**src/rtl/cpu_pkg.sv**
```systemverilog
// Shared ISA constants, instruction field positions, issue FSM encoding and
// immediate sign-extension helpers for the ALU issue controller.
package cpu_pkg;

    localparam int DW    = 16;
    localparam int NREGS = 8;
    localparam int AW    = 3;

    localparam logic [2:0] OP_NOP  = 3'b000;
    localparam logic [2:0] OP_ADD  = 3'b001;
    localparam logic [2:0] OP_ADDI = 3'b010;
    localparam logic [2:0] OP_SUB  = 3'b011;
    localparam logic [2:0] OP_SUBI = 3'b100;
    localparam logic [2:0] OP_MUL  = 3'b101;
    localparam logic [2:0] OP_LDI  = 3'b110;
    localparam logic [2:0] OP_RSVD = 3'b111;

    localparam int OP_MSB    = 15;
    localparam int OP_LSB    = 13;
    localparam int RD_MSB    = 12;
    localparam int RD_LSB    = 10;
    localparam int RS_MSB    = 9;
    localparam int RS_LSB    = 7;
    localparam int RT_MSB    = 6;
    localparam int RT_LSB    = 4;
    localparam int IMM7_MSB  = 6;
    localparam int IMM10_MSB = 9;

    typedef enum logic [1:0] {
        ST_IDLE  = 2'd0,
        ST_ISSUE = 2'd1,
        ST_WB    = 2'd2
    } state_t;

    function automatic logic [DW-1:0] sext7(input logic [6:0] v);
        return {{(DW-7){v[6]}}, v};
    endfunction

    function automatic logic [DW-1:0] sext10(input logic [9:0] v);
        return {{(DW-10){v[9]}}, v};
    endfunction

endpackage

```
**src/rtl/module_regfile.sv**
```systemverilog
// 8x16 register file: two async operand reads plus a debug read, one sync write.
// R0 is hard-wired to zero; reads return the pre-write value during a write cycle.
module module_regfile
    import cpu_pkg::*;
(
    input  logic          clk,
    input  logic          rst,
    input  logic          i_we,
    input  logic [AW-1:0] i_waddr,
    input  logic [DW-1:0] i_wdata,
    input  logic [AW-1:0] i_raddr_a,
    input  logic [AW-1:0] i_raddr_b,
    input  logic [AW-1:0] i_dbg_addr,
    output logic [DW-1:0] o_rdata_a,
    output logic [DW-1:0] o_rdata_b,
    output logic [DW-1:0] o_dbg_data
);

    logic [DW-1:0] r_mem [NREGS];

    always_ff @(posedge clk) begin
        if (rst) begin
            for (int i = 0; i < NREGS; i++) begin
                r_mem[i] <= '0;
            end
        end else if (i_we && (i_waddr != '0)) begin
            r_mem[i_waddr] <= i_wdata;
        end
    end

    assign o_rdata_a  = (i_raddr_a  == '0) ? '0 : r_mem[i_raddr_a];
    assign o_rdata_b  = (i_raddr_b  == '0) ? '0 : r_mem[i_raddr_b];
    assign o_dbg_data = (i_dbg_addr == '0) ? '0 : r_mem[i_dbg_addr];

endmodule

```
**src/rtl/module_alu_issue.sv**
```systemverilog
// Single-issue controller for the registered ALU: accept -> ISSUE (T+1) -> WB (T+2).
// instr_ready is high only in IDLE; a held instr_valid simply waits, there is no skid buffer.
module module_alu_issue
    import cpu_pkg::*;
(
    input  logic          clk,
    input  logic          rst,
    input  logic          instr_valid,
    output logic          instr_ready,
    input  logic [15:0]   instr,
    output logic [2:0]    alu_opcode,
    output logic [DW-1:0] alu_a,
    output logic [DW-1:0] alu_b,
    input  logic [DW-1:0] alu_result,
    output logic          wb_done,
    output logic          illegal,
    output logic          busy,
    input  logic [AW-1:0] dbg_addr,
    output logic [DW-1:0] dbg_data
);

    state_t        r_state;
    state_t        w_state_nxt;
    logic [AW-1:0] r_rd;
    logic          r_illegal;
    logic [2:0]    r_alu_op;
    logic [DW-1:0] r_alu_a;
    logic [DW-1:0] r_alu_b;

    logic [2:0]    w_op;
    logic [AW-1:0] w_rd;
    logic [AW-1:0] w_rs;
    logic [AW-1:0] w_rt;
    logic [DW-1:0] w_rs_val;
    logic [DW-1:0] w_rt_val;
    logic [DW-1:0] w_imm7;
    logic [DW-1:0] w_imm10;
    logic          w_accept;
    logic          w_is_alu;
    logic [2:0]    w_alu_op;
    logic [DW-1:0] w_alu_a;
    logic [DW-1:0] w_alu_b;

    assign w_op    = instr[OP_MSB:OP_LSB];
    assign w_rd    = instr[RD_MSB:RD_LSB];
    assign w_rs    = instr[RS_MSB:RS_LSB];
    assign w_rt    = instr[RT_MSB:RT_LSB];
    assign w_imm7  = sext7(instr[IMM7_MSB:0]);
    assign w_imm10 = sext10(instr[IMM10_MSB:0]);

    assign w_accept = instr_valid && (r_state == ST_IDLE);
    assign w_is_alu = (w_op != OP_NOP) && (w_op != OP_RSVD);

    module_regfile u_regfile (
        .clk        (clk),
        .rst        (rst),
        .i_we       (r_state == ST_WB),
        .i_waddr    (r_rd),
        .i_wdata    (alu_result),
        .i_raddr_a  (w_rs),
        .i_raddr_b  (w_rt),
        .i_dbg_addr (dbg_addr),
        .o_rdata_a  (w_rs_val),
        .o_rdata_b  (w_rt_val),
        .o_dbg_data (dbg_data)
    );

    // Operands are read at the accept edge; nothing else can write the
    // regfile before this instruction's own writeback.
    always_comb begin
        w_alu_op = OP_NOP;
        w_alu_a  = '0;
        w_alu_b  = '0;
        case (w_op)
            OP_ADD, OP_SUB, OP_MUL: begin
                w_alu_op = w_op;
                w_alu_a  = w_rs_val;
                w_alu_b  = w_rt_val;
            end
            OP_ADDI, OP_SUBI: begin
                w_alu_op = w_op;
                w_alu_a  = w_rs_val;
                w_alu_b  = w_imm7;
            end
            OP_LDI: begin
                w_alu_op = OP_ADD;
                w_alu_a  = '0;
                w_alu_b  = w_imm10;
            end
            default: begin
                w_alu_op = OP_NOP;
            end
        endcase
    end

    always_ff @(posedge clk) begin
        if (rst) begin
            r_state <= ST_IDLE;
        end else begin
            r_state <= w_state_nxt;
        end
    end

    always_comb begin
        w_state_nxt = r_state;
        case (r_state)
            ST_IDLE:  w_state_nxt = (w_accept && w_is_alu) ? ST_ISSUE : ST_IDLE;
            ST_ISSUE: w_state_nxt = ST_WB;
            ST_WB:    w_state_nxt = ST_IDLE;
            default:  w_state_nxt = ST_IDLE;
        endcase
    end

    // ALU drive registers are loaded only on an accept, so they are
    // non-zero exactly during the ISSUE cycle.
    always_ff @(posedge clk) begin
        if (rst) begin
            r_rd      <= '0;
            r_illegal <= 1'b0;
            r_alu_op  <= OP_NOP;
            r_alu_a   <= '0;
            r_alu_b   <= '0;
        end else begin
            r_illegal <= w_accept && (w_op == OP_RSVD);
            if (w_accept && w_is_alu) begin
                r_rd     <= w_rd;
                r_alu_op <= w_alu_op;
                r_alu_a  <= w_alu_a;
                r_alu_b  <= w_alu_b;
            end else begin
                r_alu_op <= OP_NOP;
                r_alu_a  <= '0;
                r_alu_b  <= '0;
            end
        end
    end

    assign instr_ready = (r_state == ST_IDLE);
    assign busy        = (r_state != ST_IDLE);
    assign wb_done     = (r_state == ST_WB);
    assign illegal     = r_illegal;
    assign alu_opcode  = r_alu_op;
    assign alu_a       = r_alu_a;
    assign alu_b       = r_alu_b;

endmodule
```
**config.mk**
```make
export PLATFORM = sky130hd
export DESIGN_NAME = module_alu_issue
export DESIGN_NICKNAME = d
export VERILOG_FILES = /design/src/rtl/cpu_pkg.sv /design/src/rtl/module_regfile.sv /design/src/rtl/module_alu_issue.sv
export SDC_FILE = /design/constraint.sdc
export NUM_CORES = 1
export LEC_CHECK = 0
export BUFFER_PORTS_ARGS = -buffer_cell sky130_fd_sc_hd__buf_2
export CORE_MARGIN = 3
export CORE_UTILIZATION = 61
export CTS_BUF_LIST = sky130_fd_sc_hd__clkbuf_8
export DETAILED_ROUTE_END_ITERATION = 10
export PLACE_DENSITY_LB_ADDON = 0.12
export SYNTH_ARGS = -nofsm -noshare
export SYNTH_HDL_FRONTEND = slang
export SYNTH_SLANG_ARGS = --single-unit
```
**constraint.sdc**
```tcl
create_clock -name clk -period 3.1 [get_ports clk]
set_input_delay 0.31 -clock clk [delete_from_list [all_inputs] [get_ports clk]]
set_output_delay 0.31 -clock clk [all_outputs]
set_load 0.005 [all_outputs]
```
* Word-level counts from Yosys, hierarchy flattened
Memory sizes are Yosys's and may differ from the RTL's. A register that Yosys moved wholly into a read port is not among the register bits. Index checks and enable logic that the tools add are counted.
Word-level totals: flip-flop bits (word level) 25, memory bits (writable) 128, bits of input ports 38, output and inout bits 55, memories kept 1
Operators by class: eq/ne operators 10, muxes and demuxes 14, bitwise logic cells 2, reduce and logical (&&, ||, !) cells 18
Memory list:
- u_regfile.r_mem | words 8, bits a word 16, read ports 3, clocked after memory_dff 1, wr ports 8, RTL line module_regfile.sv:19 | logic [DW-1:0] r_mem [NREGS];
Operators by type and width (count):
- 2-to-1 mux 16 bit | 3
- one-hot mux 16 bit (3 select lines) | 1
- OR reduction 16 bit | 1
- equality test 3 bit (second input constant) | 4
- zero test 3 bit | 3
- 2-to-1 mux 1 bit | 7
- equality test 3 x 2 -> 1 bit (second input constant) | 2
- one-hot mux 3 bit (2 select lines) | 1
- nonzero test 3 bit | 2
- logical AND 1 bit | 5
- OR reduction 5 bit | 1
- one-hot mux 2 bit (2 select lines) | 1
- OR reduction 2 bit | 2
- OR reduction 4 bit | 1
- equality test 3 x 1 -> 1 bit (second input constant) | 1
- 2-to-1 mux 3 bit | 1
- inequality test 3 bit (second input constant) | 1
- OR reduction 3 bit | 1
- equality test 2 x 1 -> 1 bit (second input constant) | 1
- equality test 2 bit (second input constant) | 1
- zero test 2 bit | 1
- NOT 1 bit | 2
- nonzero test 2 bit | 1

* Longest topological paths before layout
Gate-level depths: netlist of run 1.
depth after elaboration 7, gate-level depth with buffers 7, gate-level depth less buffers 4

* Cells and area by module
A second synthesis of run 1 with hierarchy kept.
Unflattened totals: cells, all modules 705, area, all modules 8559.5 sq um
Modules (own cells, without submodules):
- module_regfile | instances 1, cells an instance 570, area an instance 7131.8 sq um
- module_alu_issue | instances 1, cells an instance 135, area an instance 1427.6 sq um

* Least setup slack after synthesis of run 1
OpenSTA, ideal clock, no wires.
path type input to output, start point input dbg_addr[0], end point output dbg_data[10], arrival time 1.477 ns, required time 2.790 ns, slack 1.313 ns, stages 5, path buffers 2, cell sequence buf_2 -> buf_2 -> mux4_2 -> nand2_1 -> o21ai_0
Between the ends: word-level cells in the longest chain between the ends 2, elaborated cells between the ends (all ways) 3, classes of those cells mux: 1; reduce/logical: 1; memory: 1
Ends and longest elaborated chain:
- start, declared | RTL line module_alu_issue.sv:18 | input logic [AW-1:0] dbg_addr,
- memory (8 x 16 bit) / zero test 3 bit (equally long branches)
- 2-to-1 mux 16 bit * | RTL line module_regfile.sv:33 | assign o_dbg_data = (i_dbg_addr == '0) ? '0 : r_mem[i_dbg_addr];
- end, declared | RTL line module_alu_issue.sv:19 | output logic [DW-1:0] dbg_data
Every way passes the cells marked *; elsewhere a longest branch is shown, timed or not.

* Worst setup path after layout of run 1
start point input dbg_addr[1], end point output dbg_data[6]
The elaborated chain is that of the path after synthesis.

==> qor_table.md, run 1 <==
| Item | Reported | Unit |
| --- | --- | --- |
| Transition time at the pin with the least slew margin | 993 | ps |
| Power density over the cells | 486 | nW/µm² |
| Hold Worst Slack | 54.8 | ps |
| Final hold violation count | 0 | - |
| Sum of overflow across all layers after global routing | 0 | - |
| Number of antenna violations at the first check in global routing | 1 | - |
| Maximum number of pins on one net before global-route repair | 33 | - |
| Final worst path period share | 0.745 | - |
| Max Cap Viol | 0 | - |
| Top library cells by usage in the layout, fill and taps aside | 128 x edfxtp_1, 112 x and2_1, 92 x buf_2 | - |
| Critical path peak fanout | 23 | - |
| Slowest cell delay on critical path | 480 | ps |
| Cells taking the most area after synthesis | edfxtp_1 44%, mux4_2 16%, dfxtp_1 9.4% | - |
| Sequential area share after synthesis | 0.535 | - |
| Relative slew slack | 0.336 | - |
| Number of buffers between clock root and the deepest sink | 2 | - |
| CTS HTree Levels | 4 | - |
| Layout cell share with drive strength beyond 1 | 0.335 | - |
| Detailed placer's ending HPWL | 15.5 | mm |
| Critical path type | in2out | - |
| Post-synth design cell area | 8720 | µm² |
| Wire length after detailed routing | 23.0 | mm |
| Number of buffers inserted by port buffering | 92 | - |
| Initial drt markers | 631 | - |
| Die Span Y | 126 | µm |
| Number of iterations in the first detailed-routing pass | 6 | - |
| Register bit total from synthesis | 169 | - |
| Final routed wire length divided by cell count | 25.0 | µm |
| Final-layout setup total negative slack | 0 | ps |
| I/O pin total | 93 | - |
| Number of cells produced by synthesis | 631 | - |
| Startpoint of the worst-slack reg-to-reg timing path | r_state[1] | - |
| Hold-fix buffer count after cts | 0 | - |
| Standard cell core area | 13900 | µm² |
| Final routed DRC violation total | 0 | - |
| Mean instance size in the synthesized netlist | 13.8 | µm² |
| CTS tree | built | - |
| Count of distinct cell types in the synthesized netlist | 53 | - |
| Result of the run | complete, no violations | - |
| Number of buffers created by CTS | 17 | - |
| Quantity of gates resized following cts | 0 | - |
| Master cell of the clock root buffer | clkbuf_8 | - |
| Most frequent standard cell in the layout excluding fill and tap cells | edfxtp_1 | - |
| Critical path, cell by cell | buf_2 > nor2b_1 > buf_4 > a22oi_1 > o21ai_0 > buf_2 | - |
| Number of cells after detailed placement | 888 | - |
| Final Slew Violations | 0 | - |
| Clock slew seen by the registers of the worst setup and hold paths | 80 | ps |
| Cell type with the highest aggregate area in the netlist | edfxtp_1 | - |
| Final Critical Period | 2310 | ps |
| Horizontal die dimension | 126 | µm |
| Die Footprint | 15800 | µm² |
| Vias after detailed routing | 5930 | - |
| Endpoint kind of the worst setup timing path | output port | - |
| Critical-path cell with the highest stage delay | buf_2 | - |
| Kind of path behind the tightest hold check | in2reg | - |
| FFs w/ async S/R, synth | 0 | - |
| Initial core utilization | 0.626 | - |
| RSZ-0062 raised after global routing | false | - |
| Post-route insts no fill | 920 | - |
| Synth Warn # | 0 | - |
| Share of the synthesized area in the top cell type | 0.441 | - |
| Clock insertion delay at the later pin of the skew report | 470 | ps |
| Peak Freq | 433 | MHz |
| Area delta synth->final | 12.0 | % |
| Via density per instance | 6.45 | - |
| Vias in the first global route | 5900 | - |
| Fin nets | 765 | - |
| Post-CTS setup buffers | 0 | - |
| First-pass GRT wire length | 35.4 | mm |
| Worst hold path startpoint | instr[0] | - |
| Sink count of the clock tree | 169 | - |
| Final clock skew | 10.1 | ps |
| Site Rows | 43 | - |
| Data required, critical path | 2790 | ps |
| Worst voltage drop across the vdd grid | 0.320 | mV |
| Antenna diode count | 0 | - |
| GR Util All Layers | 0.302 | - |
| Arrival time at the worst endpoint | 2000 | ps |
| Final-report setup violation count | 0 | - |
| Worst setup path startpoint | dbg_addr[1] | - |
| Number of nets with antenna violations after routing | 0 | - |
| Most repeated library cell on the critical path | buf_2 | - |
| Top flip-flop cell by instance count after synthesis | edfxtp_1 | - |
| Sort of element at the start of the critical path | input port | - |
| Standby leakage power | 0.00384 | µW |
| Number of enable flip-flop cells after synthesis | 128 | - |
| Final weighted congestion in routability-driven placement | 0.894 | - |
-- report_power, final --
part	switching [µW]	leakage (µW)	internal (µW)
clock network	799	0.000215	809
logic	317	0.00197	252
registers	56.3	0.00165	2520
-- synthesized netlist by cell type (16+ instances only) --
cell / instances
dfxtp_1: 41
nand2_1: 26
nor2_1: 31
and2_1: 112
clkbuf_1: 20
a22oi_1: 16
edfxtp_1: 128
mux2i_1: 25
buf_2: 17
mux4_2: 62
mux2_2: 28
o21ai_0: 33
-- layer usage --
metal / global-route usage / vias up / part of all wire
met5: 0 / - / 0.00056
met4: 0.106 / 2 / 0.028
met3: 0.112 / 63 / 0.12
met2: 0.452 / 364 / 0.46
met1: 0.413 / 2922 / 0.40
li1: - / 2579 / -
-- through the flow --
| step | power (µW) | worst slack (ps) | util | instance area [µm²] |
|---|---|---|---|---|
| after floorplan | 2970 | 1310 | - | 8780 |
| after global placement | 3160 | 936 | 0.672 | 9370 |
| after detailed placement | 3180 | 926 | 0.672 | 9370 |
| after CTS | 4750 | 909 | 0.701 | 9770 |
| after global routing | 4900 | 747 | 0.701 | 9770 |
| final | 4750 | 792 | 0.701 | 9770 |
-- cells by family (layout without fill, tap and decap cells) --
| logic type | count (synthesis) | count (layout) | synth area share |
|---|---|---|---|
| muxes | 116 | 116 | 0.228 |
| buffers and inverters | 52 | 146 | 0.0320 |
| xor gates and xnor gates | 1 | 1 | 0.00100 |
| AOI/OAI and AO/OA | 84 | 84 | 0.0657 |
| and+or+nand+nor | 208 | 208 | 0.138 |
| DFF | 169 | 169 | 0.535 |
| other | 1 | 16 | 0.000430 |
-- registers in the layout (all words and copies together) (netlist names) --
| name | flops |
|---|---|
| alu_b | 16 |
| illegal | 1 |
| alu_opcode | 3 |
| u_regfile.r_mem | 128 |
| r_rd | 3 |
| r_state | 2 |
| alu_a | 16 |
-- final cells by class --
class	count	area, µm²
clock buffer	18	248
clock inverter	14	158
fill	963	4160
inverter	2	7.51
multi-input combinational	425	3840
sequential	169	4660
tap	180	225
timing repair buffer	112	636
-- path summary, 6_finish.rpt --
path                                 to  slack (ps)  depth (start not counted)
setup / recovery            dbg_data[6]         790                          6
hold / removal                 alu_b[0]          50                          3
hold reg to reg              r_state[1]         520                          1
setup reg to reg  u_regfile.r_mem[4][1]         900                          5
-- critical path: cells and delay by family --
kind	cells	cell delay (ps)
AO/OA/AOI/OAI	2	490
AND/OR/NAND/NOR	1	280
buffers and inverters	3	900
No activity file was read; power rests on OpenSTA's default activity.
==> run 2: changes to the inputs <==
--- a/config.mk
+++ b/config.mk
@@ -5,6 +5,7 @@
 export SDC_FILE = /design/constraint.sdc
 export NUM_CORES = 1
 export LEC_CHECK = 0
+export ABC_AREA = 1
 export BUFFER_PORTS_ARGS = -buffer_cell sky130_fd_sc_hd__buf_2
 export CORE_MARGIN = 3
 export CORE_UTILIZATION = 61
==> constraint.sdc (replaced) <==
create_clock -name clk -period 2.39 [get_ports clk]
set_input_delay 0.239 -clock clk [delete_from_list [all_inputs] [get_ports clk]]
set_output_delay 0.239 -clock clk [all_outputs]
set_load 0.005 [all_outputs]
==> qor_table.md, run 2 <==
| Item | Reported | Unit | Change |
| --- | --- | --- | --- |
| Internal portion of total power | 4720 | µW | +32% |
| Final Critical Period | 2000 | ps |  |
| Count of distinct cell types in the synthesized netlist | 29 | - | -45% |
| Sequential area share after synthesis | 0.503 | - | -0.0313 |
| Die Span Y | 129 | µm | +2.9% |
| Slowest cell delay on critical path | 450 | ps | -30 ps |
| Standby leakage power | 0.00483 | µW | +26% |
| Final weighted congestion in routability-driven placement | 1.00 | - | +12% |
| Quantity of gates resized following cts | 0 | - | unchanged |
| Final Slew Violations | 0 | - | unchanged |
| Arrival time at the worst endpoint | 1770 | ps | -230 ps |
| CTS tree | built | - |  |
| Final-layout setup total negative slack | 0 | ps | unchanged |
| Number of cells after detailed placement | 1444 | - | +63% |
| Most numerous cell in the Yosys netlist | nand2_1 | - |  |
| Worst hold path startpoint | instr[15] | - |  |
| Final routed DRC violation total | 0 | - | unchanged |
| CTS HTree Levels | 4 | - | unchanged |
| Number of nets with antenna violations after routing | 0 | - | unchanged |
| Number of buffers inserted by port buffering | 92 | - | unchanged |
| Number of buffers created by CTS | 17 | - | unchanged |
| Post-synth design cell area | 9270 | µm² | +6.2% |
| Number of enable flip-flop cells after synthesis | 128 | - | unchanged |
| Register bit total from synthesis | 169 | - | unchanged |
| Detailed placer's ending HPWL | 22.0 | mm | +42% |
| Most frequent standard cell in the layout excluding fill and tap cells | nand2_1 | - |  |
| Critical path type | reg2out | - |  |
| Post-CTS setup buffers | 0 | - | unchanged |
| Layout cell share with drive strength beyond 1 | 0.144 | - | -0.192 |
| Footprint of the flip-flops and latches | 4660 | µm² | unchanged |
| Fin nets | 1322 | - | +73% |
| RSZ-0062 raised after global routing | false | - |  |
| Kind of path behind the tightest hold check | in2reg | - |  |
| R2R setup slack | 570 | ps | -330 ps |
| Share of the synthesized area in the top cell type | 0.415 | - | -0.0258 |
| Area occupied by multi-input gates | 3760 | µm² | -2.1% |
| Maximum number of pins on one net before global-route repair | 103 | - | +210% |
| Clk network pwr share | 0.352 | - | +0.014 |
| Clock slew seen by the registers of the worst setup and hold paths | 100 | ps | +20 ps |
| Final worst path period share | 0.839 | - |  |
| Final routed wire length divided by cell count | 21.4 | µm | -15% |
| Number of antenna violations at the first check in global routing | 0 | - | -1 |
| Endpoint kind of the worst setup timing path | output port | - |  |
| Psw | 1880 | µW | +61% |
| Top library cells by usage in the layout, fill and taps aside | 262 x nand2_1, 146 x nor2_1, 135 x o21ai_0 | - |  |
| Data required, critical path | 2150 | ps | -640 ps |
| Number of iterations in the first detailed-routing pass | 6 | - | unchanged |
| Number of buffers between clock root and the deepest sink | 2 | - | unchanged |
| Final-report setup violation count | 0 | - | unchanged |
| Number of flip-flops under the largest register name | 128 | - | unchanged |
| Power share of the combinational group | 0.142 | - | +0.022 |
| Wire length after detailed routing | 31.6 | mm | +37% |
| Critical path, cell by cell | inv_1 > a21oi_1 > o21ai_0 > a31oi_1 > buf_2 | - |  |
| Switching share of power | 0.285 | - | +0.0387 |
| Fill count | 1207 | - | +25% |
| Transition time at the pin with the least slew margin | 822 | ps | -171 ps |
| GR Util All Layers | 0.388 | - | +0.0855 |
| Cell type with the highest aggregate area in the netlist | edfxtp_1 | - |  |
| Result of the run | complete, no violations | - |  |
| Initial drt markers | 1277 | - | +100% |
| Hold-fix buffer count after cts | 5 | - | +5 |
| Largest register by flop count | u_regfile.r_mem | - |  |
| Initial core utilization | 0.630 | - | +0.00430 |
| Vias after detailed routing | 9029 | - | +52% |
| Final hold violation count | 0 | - | unchanged |
| Critical-path cell with the highest stage delay | edfxtp_1 | - |  |
| Sort of element at the start of the critical path | register | - |  |
| Area delta synth->final | 12.9 | % |  |
| Post-route insts no fill | 1480 | - | +61% |
| Worst voltage drop across the vdd grid | 0.375 | mV | +17% |
| Synth Warn # | 0 | - | unchanged |
| Max Cap Viol | 0 | - | unchanged |
| Horizontal die dimension | 129 | µm | +2.9% |
| Via density per instance | 6.10 | - | -5.4% |
| Master cell of the clock root buffer | clkbuf_8 | - |  |
| Die Footprint | 16700 | µm² | +5.9% |
| Clock insertion delay at the later pin of the skew report | 480 | ps | about the same |
| Post-synth top cells | 262 x nand2_1, 146 x nor2_1, 135 x o21ai_0, 133 x inv_1, 128 x edfxtp_1 | - |  |
| Sink count of the clock tree | 169 | - | unchanged |
| Number of cells produced by synthesis | 1195 | - | +89% |
| Register share of total power | 0.506 | - | -0.036 |
| Power density over the cells | 631 | nW/µm² | +30% |
| First-pass GRT wire length | 47.7 | mm | +35% |
| I/O pin total | 93 | - | unchanged |
| Critical path peak fanout | 2 | - | -91% |
| Antenna diode count | 0 | - | unchanged |
| Top flip-flop cell by instance count after synthesis | edfxtp_1 | - |  |
| Vias in the first global route | 8353 | - | +42% |
| Cells taking the most area after synthesis | edfxtp_1 41%, nand2_1 11%, dfxtp_1 8.9% | - |  |
| Standard cell core area | 14700 | µm² | +5.5% |
| Mean instance size in the synthesized netlist | 7.75 | µm² | -44% |
| Sum of overflow across all layers after global routing | 0 | - | unchanged |
| Peak Freq | 499 | MHz |  |
| Post-layout util | 0.712 | - | +0.0102 |
| Relative slew slack | 0.451 | - | +0.115 |
| FFs w/ async S/R, synth | 0 | - | unchanged |
| Worst setup path startpoint | u_regfile.r_mem[1][13] | - |  |
| Final clock skew | 13.6 | ps | +3.45 ps |
| Site Rows | 44 | - | +2.3% |
| Startpoint of the worst-slack reg-to-reg timing path | r_state[1] | - |  |
-- run 2: cell types whose count changed in the layout (fill, tap and decap cells not counted), sizes merged, moves of 15 or more --
cell	delta
a21oi	+110
a22oi	-16
a31oi	+15
and2	-112
inv	+145
mux2	-28
mux2i	-25
mux4	-63
nand2	+244
nand3	+58
nor2	+122
o211ai	+36
o21ai	+112
-- run 2: logic make-up after synthesis --
family | Yosys count | synth area share
AND/OR/NAND/NOR | 489 | 0.217
buffers and inverters | 222 | 0.0972
flip-flops | 169 | 0.503
other | 1 | 0.000405
AO/OA/AOI/OAI | 314 | 0.181
-- run 2: power by group through the flow --
stage               Sequential [µW]  Combinational [µW]  Clock, µW
detailed placement             3400                 901          0
CTS                            3330                 912       2320
global route                   3350                1030       2420
global placement               3400                 891          0
finish                         3340                 937       2320
floorplan                      3370                 578          0
-- run 2: worst paths after layout --
kind,end,cells after the start
max reg2reg,u_regfile.r_mem[4][4],7
min reg2reg,r_state[1],2
max,dbg_data[13],5
min,alu_opcode[2],3
-- run 2: area by class of cell --
cell class | instances | share of cell area
sequential | 169 | 0.446
multi-input combinational | 819 | 0.359
timing repair buffer | 131 | 0.0780
inverter | 146 | 0.0524
clock buffer | 17 | 0.0224
tap | 184 | 0.0220
clock inverter | 14 | 0.0203
-- run 2: per-stage QoR --
step / setup WS [ps] / instance area (µm²) / hold slack (ps) / power (µW)
floorplan: 548 / 9320 / 311 / 3940
global placement: 555 / 9960 / 449 / 4290
detailed placement: 495 / 9960 / 450 / 4300
CTS: 410 / 10500 / 1.47 / 6560
global route: 289 / 10500 / 42.3 / 6800
finish: 385 / 10500 / 24.7 / 6600
-- run 2: metal layers --
| layer | GRT usage | vias up | share of wire |
|---|---|---|---|
| met4 | 0.254 | 0 | 0.074 |
| li1 | - | 4108 | - |
| met5 | 0 | - | 0 |
| met1 | 0.474 | 4064 | 0.34 |
| met3 | 0.0779 | 153 | 0.11 |
| met2 | 0.627 | 704 | 0.47 |
-- run 2: critical path: cells and delay by family, from the launching register on --
kind            cells  cell delay, ps
compound gates      3             600
buf+inv             2             240
flops               1             450
==> run 3: changes to the inputs <==
--- a/config.mk
+++ b/config.mk
@@ -8,7 +8,7 @@
 export ABC_AREA = 1
 export BUFFER_PORTS_ARGS = -buffer_cell sky130_fd_sc_hd__buf_2
 export CORE_MARGIN = 3
-export CORE_UTILIZATION = 61
+export CORE_UTILIZATION = 56
 export CTS_BUF_LIST = sky130_fd_sc_hd__clkbuf_8
 export DETAILED_ROUTE_END_ITERATION = 10
 export PLACE_DENSITY_LB_ADDON = 0.12
==> constraint.sdc (replaced) <==
create_clock -name clk -period 1.61 [get_ports clk]
set_input_delay 0.161 -clock clk [delete_from_list [all_inputs] [get_ports clk]]
set_output_delay 0.161 -clock clk [all_outputs]
set_load 0.005 [all_outputs]
==> qor_table.md, run 3 (synthesis gave the netlist of run 2 again) <==
| Item | Reported | Unit | Change |
| --- | --- | --- | --- |
| Result of the run | finished, violations left | - |  |
| Violations in the final reports | setup timing | - |  |
| Number of antenna violations at the first check in global routing | 0 | - | unchanged |
| Final routed DRC violation total | 0 | - | unchanged |
| Standby leakage power | 0.00516 | µW | +6.9% |
| Number of buffers created by CTS | 17 | - | unchanged |
| Fin nets | 1377 | - | +4.2% |
| Final clock skew | 10.5 | ps | -3.07 ps |
| Final routed wire length divided by cell count | 21.2 | µm | -0.78% |
| Critical-path cell with the highest stage delay | edfxtp_1 | - |  |
| Power density over the cells | 877 | nW/µm² | +39% |
| Layout cell share with drive strength beyond 1 | 0.213 | - | +0.0695 |
| Area delta synth->final | 22.1 | % |  |
| Total non-filler cell area in the finished layout | 11300 | µm² | +8.1% |
| CP top delay family | compound AO/OA/AOI/OAI gates | - |  |
| Sort of element at the start of the critical path | register | - |  |
| Wire length after detailed routing | 33.2 | mm | +5.1% |
| Number of buffers between clock root and the deepest sink | 2 | - | unchanged |
| Kind of path behind the tightest hold check | in2reg | - |  |
| GR Util All Layers | 0.363 | - | -0.0253 |
| Vias after detailed routing | 9326 | - | +3.3% |
| Count of buffering cells on the critical path with inverters included | 2 | - | unchanged |
| Arrival time at the worst endpoint | 1620 | ps | -150 ps |
| CTS tree | built | - |  |
| Site Rows | 46 | - | +4.5% |
| Die Footprint | 18100 | µm² | +8.5% |
| Sum of overflow across all layers after global routing | 0 | - | unchanged |
| First-pass GRT wire length | 48.9 | mm | +2.4% |
| Master cell of the clock root buffer | clkbuf_8 | - |  |
| Top library cells by usage in the layout, fill and taps aside | 252 x nand2_1, 146 x nor2_1, 128 x edfxtp_1 | - |  |
| Clock insertion delay at the later pin of the skew report | 480 | ps | about the same |
| Maximum number of pins on one net before global-route repair | 51 | - | -50% |
| Clock slew seen by the registers of the worst setup and hold paths | 100 | ps | about the same |
| Final weighted congestion in routability-driven placement | 1.00 | - | +0.10% |
| Data required, critical path | 1450 | ps | -700 ps |
| Post-layout util | 0.704 | - | -0.00732 |
| Standard cell core area | 16100 | µm² | +9.2% |
| Peak Freq | 560 | MHz |  |
| RSZ-0062 raised after global routing | true | - |  |
| Endpoint kind of the worst setup timing path | output port | - |  |
| Die Span Y | 135 | µm | +4.2% |
| Critical path, cell by cell | inv_2 > a21oi_1 > o21ai_1 > nand3_1 > nand2_1 > a31oi_2 > buf_2 | - |  |
| Via density per instance | 5.95 | - | -2.5% |
| Total power | 9920 | µW | +50% |
| Max Cap Viol | 0 | - | unchanged |
| Final Slew Violations | 0 | - | unchanged |
| Number of buffers inserted by port buffering | 92 | - | unchanged |
| Final-report setup violation count | 17 | - | +17 |
| Slowest cell delay on critical path | 370 | ps | -80 ps |
| Final worst path period share | 1.11 | - |  |
| Number of flip-flops under the largest register name | 128 | - | unchanged |
| Vias in the first global route | 8711 | - | +4.3% |
| CTS HTree Levels | 4 | - | unchanged |
| Final Critical Period | 1790 | ps |  |
| Slack of the critical path | -176 | ps | -561 ps |
| Initial core utilization | 0.577 | - | -0.0533 |
| I/O pin total | 93 | - | unchanged |
| Sink count of the clock tree | 169 | - | unchanged |
| Critical path peak fanout | 3 | - | +1 |
| Total cell area at the placement stage | 10500 | µm² | +5.2% |
| Antenna diode count | 0 | - | unchanged |
| Critical path type | reg2out | - |  |
| Detailed placer's ending HPWL | 22.2 | mm | +0.75% |
| Final hold violation count | 0 | - | unchanged |
| Number of nets with antenna violations after routing | 0 | - | unchanged |
| Worst voltage drop across the vdd grid | 0.564 | mV | +50% |
| Largest register by flop count | u_regfile.r_mem | - |  |
| Most frequent standard cell in the layout excluding fill and tap cells | nand2_1 | - |  |
| Number of iterations in the first detailed-routing pass | 5 | - | -1 |
| Initial drt markers | 1363 | - | +6.7% |
| Horizontal die dimension | 135 | µm | +4.2% |
run 3: layout make-up:
class | instances | area (µm²)
fillers | 1307 | 4750
flip-flops and latches | 169 | 4670
multi-input cells | 819 | 3900
repair buffers | 186 | 1500
inverters | 146 | 548
well taps | 216 | 270
clock buffers | 17 | 234
clock inverters | 15 | 193
run 3: path summary, 6_finish.rpt:
check                           endpoint  depth (start not counted)  slack, ps                   start
setup / recovery            dbg_data[15]                          7       -180  u_regfile.r_mem[5][15]
setup reg to reg  u_regfile.r_mem[1][14]                          7          0              r_state[1]
hold / removal                  alu_a[0]                          5         50                instr[9]
hold reg to reg               r_state[1]                          3        510              r_state[1]
run 3: routing by layer:
layer	track usage	share of wire	vias up
met5	0	0	-
met4	0.193	0.050	0
met3	0.0760	0.12	143
met2	0.580	0.47	735
met1	0.465	0.37	4221
li1	-	-	4227
run 3: worst min-delay path, cell delays in order:
cell,delay (ps)
buf_2,140
nand2_1,60
nand2_1,50
nand2_1,50
inv_1,40
run 3: through the flow:
step / hold WS [ps] / TNS, ps / cells / setup WS [ps]
floorplan: 233 / -2760 / 1210 / -44.7
global placement: 373 / 0 / 1509 / 51.9
detailed placement: 372 / -870 / 1509 / -30.8
CTS: 25.9 / -1740 / 1560 / -163
global route: 64.1 / -4180 / 1568 / -350
finish: 50.2 / -1760 / 1568 / -176
run 3: power by group:
part	leakage [µW]	internal (µW)	switching, µW
registers	0.00165	4840	104
logic	0.00331	594	1090
clock network	0.000210	1570	1720
total	0.00516	7000	2910
run 3: what timing repair did:
action | 4_1_cts | 5_1_grt
buffers inserted | 9 | 6
hold endpoints to repair | 10 | 0
hold buffers | 10 | 0
resized for setup | 43 | 28
pin swaps | 8 | 17
gates cloned | 0 | 2
endpoints found under the setup margin | 72 | 95
